$ cat config.mk
export PLATFORM = sky130hd
export DESIGN_NAME = imem_loader
export DESIGN_NICKNAME = d
export VERILOG_FILES = /design/src/rtl/imem_loader.sv
export SDC_FILE = /design/constraint.sdc
export NUM_CORES = 2
export LEC_CHECK = 0
export ABC_AREA = 0
export CAP_MARGIN = 20
export CORE_MARGIN = 10
export CORE_UTILIZATION = 29
export CTS_CLUSTER_DIAMETER = 80
export DETAILED_ROUTE_END_ITERATION = 8
export PLACE_DENSITY_LB_ADDON = 0.05
export SLEW_MARGIN = 20
export SYNTH_ARGS = -nofsm -noshare
export SYNTH_HDL_FRONTEND = slang
export SYNTH_SLANG_ARGS = --single-unit
export TNS_END_PERCENT = 20
$ cat constraint.sdc
create_clock -name clk -period 4.8 [get_ports clk]
set_clock_uncertainty 0.05 [all_clocks]
set_input_delay 0.72 -clock clk [delete_from_list [all_inputs] [get_ports clk]]
set_output_delay 0.72 -clock clk [all_outputs]
set_load 0.005 [all_outputs]
$ cat src/rtl/imem_loader.sv
// imem_loader: 64x32 instruction store, byte-stream loader, core reset gate.
// Optional IMEM_ZERO_FILL_EN: zero words len..DEPTH-1 before releasing core.
module imem_loader #(
  parameter  int DEPTH = 64,
  localparam int AW    = $clog2(DEPTH),
  localparam int LW    = AW + 1
) (
  input  logic          clk,
  input  logic          nrst,
  input  logic          start,
  input  logic [LW-1:0] len,
  input  logic [7:0]    rx_data,
  input  logic          rx_valid,
  output logic          rx_ready,
  input  logic [AW-1:0] pc,
  output logic [31:0]   idata,
  output logic          core_nrst,
  output logic          busy,
  output logic          err
);

`ifdef IMEM_ZERO_FILL_EN
  typedef enum logic [1:0] {
    S_IDLE, S_LOAD, S_FILL, S_RUN
  } state_t;
`else
  typedef enum logic [1:0] {
    S_IDLE, S_LOAD, S_RUN
  } state_t;
`endif

  state_t state_q, state_d;

  logic [31:0]   mem [DEPTH];
  logic [LW-1:0] len_q;
  logic [AW-1:0] word_cnt;
  logic [1:0]    byte_cnt;
  logic [23:0]   asm_q;
  logic          err_q;
  logic          core_nrst_q;
  logic [31:0]   idata_q;

  logic          legal;
  logic          accept;
  logic          last_byte;
  logic          last_word;
  logic          start_ok;
  logic          start_bad;
  logic          mem_we;
  logic [31:0]   mem_wd;
  logic          fill_step;

  assign legal     = (len != '0) && (len <= LW'(DEPTH));
  assign accept    = rx_valid & rx_ready;
  assign last_byte = accept && (byte_cnt == 2'd3);
  assign last_word = ({1'b0, word_cnt} == (len_q - LW'(1)));

  always_comb begin
    state_d   = state_q;
    start_ok  = 1'b0;
    start_bad = 1'b0;
    mem_we    = 1'b0;
    mem_wd    = {asm_q, rx_data};
    fill_step = 1'b0;
    unique case (state_q)
      S_IDLE, S_RUN: begin
        if (start) begin
          if (legal) begin
            state_d  = S_LOAD;
            start_ok = 1'b1;
          end else begin
            start_bad = 1'b1;
          end
        end
      end
      S_LOAD: begin
        if (last_byte) begin
          mem_we = 1'b1;
          if (last_word) begin
`ifdef IMEM_ZERO_FILL_EN
            if (len_q < LW'(DEPTH)) state_d = S_FILL;
            else                    state_d = S_RUN;
`else
            state_d = S_RUN;
`endif
          end
        end
      end
`ifdef IMEM_ZERO_FILL_EN
      S_FILL: begin
        mem_we    = 1'b1;
        mem_wd    = '0;
        fill_step = 1'b1;
        if (word_cnt == AW'(DEPTH - 1)) state_d = S_RUN;
      end
`endif
      default: state_d = S_IDLE;
    endcase
  end

  always_ff @(posedge clk or negedge nrst) begin
    if (!nrst) begin
      state_q     <= S_IDLE;
      len_q       <= '0;
      word_cnt    <= '0;
      byte_cnt    <= '0;
      asm_q       <= '0;
      err_q       <= 1'b0;
      core_nrst_q <= 1'b0;
      idata_q     <= '0;
    end else begin
      state_q     <= state_d;
      core_nrst_q <= (state_d == S_RUN);
      idata_q     <= (state_q == S_RUN) ? mem[pc] : '0;
      if (start_ok) begin
        len_q    <= len;
        word_cnt <= '0;
        byte_cnt <= '0;
        err_q    <= 1'b0;
      end else begin
        if (start_bad) err_q <= 1'b1;
        if (accept) begin
          byte_cnt <= byte_cnt + 2'd1;
          if (byte_cnt == 2'd3) word_cnt <= word_cnt + AW'(1);
          else                  asm_q    <= {asm_q[15:0], rx_data};
        end
        if (fill_step) word_cnt <= word_cnt + AW'(1);
      end
    end
  end

  // Store has no reset so a reset mid-load keeps already written words.
  always_ff @(posedge clk) begin
    if (mem_we) mem[word_cnt] <= mem_wd;
  end

  assign rx_ready  = (state_q == S_LOAD);
`ifdef IMEM_ZERO_FILL_EN
  assign busy      = (state_q == S_LOAD) || (state_q == S_FILL);
`else
  assign busy      = (state_q == S_LOAD);
`endif
  assign idata     = idata_q;
  assign core_nrst = core_nrst_q;
  assign err       = err_q;

endmodule

==> summary.md <==
| Metric | Value |
|---|---|
| Gr ovfl total | `0` |
| Maximum root-to-sink buffer count | `4` |
| Syn Nets | `3670` |
| Total GRT Usage | `0.186` |
| WP data required | `5.27 ns` |
| Syn Std Cell Area | `0.0813 mm²` |
| CTS tree | `yes` |
| Worst-Skew Late Latency | `roughly 0.88 ns` |
| Count leader, synth | `edfxtp_1` |
| Die height | `550 µm` |
| Initial Util | `0.291` |
| # resized after CTS | `0` |
| Root Buffer | `clkbuf_16` |
| Syn avg cell area | `between 20 and 25 µm²` |
| Clock transition at the registers of the reported paths | `0.06 ns` |
| First-pass GRT wire length | `387 mm` |
| Hold Slack | `0.262 ns` |
| Max stage delay on crit path | `0.52 ns` |
| Die extent in x | `550 µm` |
| Async set-reset flop share out of synthesis | `0.0353` |
| FF+latch count, synth | `2123` |
| Drt pass-1 iters | `7` |
| CP Capture Type | `flop` |
| Post-synth top area share | `0.756` |
| Netlist cell types | `60` |
| H-Tree Depth | `4` |
| CTS Buf Count | `about 250` |
| Routed Antenna Nets | `0` |
| RePlAce Congestion | `0.735` |
| Final WL | `between 200 and 300 mm` |
| EDFF count, synth | `roughly 2000` |
| Setup violations, final | `0` |
| Rel. slew slack | `0.292` |
| IO Count | `61` |
| Initial antenna violation count | `15` |
| Core Area | `0.279 mm²` |
| CP startpoint kind | `flop` |
| Top post-synthesis cells by area | `edfxtp_1, mux4_2, dfrtp_1` |
| Final hold violation count | `0` |
| Vias in the first global route | `41991` |
| Max_cap viols | `0` |
| Crit path max-delay cell type | `buf_4` |
| Mean number of vias per cell | `between 5 and 6` |
| DPL Wire Length | `166 mm` |
| Fillers | `26199` |
| Setup TNS | `0 ns` |
| Proportion of layout cells with a drive suffix above 1 | `0.304` |
| # rows | `194` |
| CP Data Arrival Time | `3.71 ns` |
| Final period util | `0.674` |
| Max IR drop VDD | `0.317 mV` |
| Mapped Cells | `about 3600` |
| Outcome | `complete, no violations` |
| PD cells | `466 mW/mm²` |
| Sink Count | `~2100` |
| Die ar. | `0.302 mm²` |
| DR iter-0 viols | `3822` |
| Critical-path cell list | `inv_1 > nor2_1 > nand3_1 > nor2_1 > nand3_1 > buf_4 > nor2_4 > buf_4` |
| Sequential element share of the synthesized area | `0.779` |
| Minimum clock period | `3.24 ns` |
| Layout area overhead | `18.3%` |
| Worst hold path type | `primary input to flop` |
| Final #Nets | `roughly 4000` |
| RSZ-0062 raised after global routing | `no` |
| WL per Instance | `35.9 µm` |
| Leakage power | `between 30 and 40 nW` |
| Max Transition Viols Final | `0` |
| Largest area contributor in the netlist | `edfxtp_1` |
| I/O Buffers | `60` |
| Synth Flop Type | `edfxtp_1` |
| Max frequency | `0.309 GHz` |
| Largest net degree at the start of global routing | `67` |
| Worst-path fanout max | `20` |
| Commonest cells post-synth | `edfxtp_1, mux4_2, nand2_1` |
| Worst-margin pin slew | `1.06 ns` |
| YS warnings | `0` |
| Crit Path Category | `flop to flop` |
| Residual DRC | `0` |
| Detailed-route via count | `40093` |
==> critical path: cells and delay by family (launching register included) <==
family | cells | cell delay [ns]
AND/OR/NAND/NOR | 5 | 1.51
flip-flops | 1 | 0.35
buffers and inverters | 3 | 0.85
==> logic make-up (layout without fill, tap and decap cells) <==
group / after synthesis / in the layout / synth area share
other: 0 / 3 / 0
buffers and inverters: 200 / 792 / 0.0151
adders and majority gates: 3 / 3 / 0.000462
xor gates and xnor gates: 13 / 13 / 0.00140
muxes: 664 / 664 / 0.161
AOI/OAI and AO/OA: 280 / 280 / 0.0234
and+or+nand+nor: 359 / 359 / 0.0194
DFF: 2123 / 2123 / 0.779
==> timing repair <==
item	CTS	global route
endpoints found under the setup margin	0	0
endpoints found under the hold margin	38	0
hold buffers	1	0
buffers inserted	0	0
==> per-stage QoR <==
stage	area [µm²]	total power (W)	utilization	setup slack (ns)	std cells
global placement	88800	0.0278	0.318	0.124	7515
CTS	96200	0.0455	0.345	1.48	7958
finish	96200	0.0448	0.345	1.56	7961
detailed placement	88800	0.0278	0.318	0.512	7516
floorplan	81300	0.0254	-	1.47	3642
global route	96200	0.0465	0.345	1.37	7960
==> final cells by class <==
class | count | area, µm² | share of cell area
sequential | 2123 | 63400 | 0.659
multi-input combinational | 1319 | 17200 | 0.179
clock buffer | 323 | 6620 | 0.0688
tap | 3724 | 4660 | 0.0484
timing repair buffer | 344 | 3490 | 0.0363
clock inverter | 118 | 766 | 0.00796
inverter | 7 | 32.5 | 0.000338
antenna | 3 | 7.51 | 0.0000780
==> power by group <==
part	internal, W	switching, W	leakage [nW]	total (W)
sequential	0.0226	0.000630	19.4	0.0232
combinational	0.00101	0.00304	7.15	0.00405
clock	0.0101	0.00748	3.65	0.0175
==> placed cells by master, fill, tap and decap left out, types with 7 or more instances in the layout <==
cell	instances
a211oi_1	21
a21oi_1	60
a221oi_1	10
a22oi_1	74
a31oi_1	19
a32oi_1	10
and3_1	7
buf_12	63
buf_2	10
buf_4	220
bufinv_16	9
clkbuf_1	61
clkbuf_16	247
clkbuf_8	15
clkdlybuf4s50_1	45
clkinv_1	53
clkinv_2	52
dfrtp_1	51
dfrtp_2	21
edfxtp_1	2048
mux2_2	50
mux2i_1	105
mux4_2	507
nand2_1	137
nand3_1	37
nor2_1	36
nor2_4	66
nor2b_1	22
nor3_1	15
o211ai_1	8
o21ai_0	25
o22ai_1	13
xnor2_1	7
==> layer usage <==
layer / track usage / routed length, µm / vias up
met3: 0.0277 / 12300 / 281
met5: 0 / 12 / -
li1: - / - / 16228
met2: 0.306 / 138000 / 994
met4: 0.0364 / 5710 / 2
met1: 0.264 / 130000 / 22588
==> flip-flops by register name, indices dropped and copies added (netlist names) <==
signal / flops
len_q: 7
mem: 2048
asm_q: 24
word_cnt: 6
err: 1
state_q: 2
byte_cnt: 2
core_nrst: 1
idata: 32
==> final timing paths <==
path                             from           to  slack (ns)  cells after the start
setup / recovery           state_q[0]  mem[62][21]        1.56                      8
hold / removal             rx_data[2]    mem[7][2]        0.26                      1
setup reg to reg           state_q[0]  mem[62][21]        1.56                      8
hold reg to reg                   err          err        0.46                      2
max in group asynchronous        nrst     idata[9]        3.30                      3
min in group asynchronous        nrst          err        0.35                      2
(Power assumes the default switching activity.)
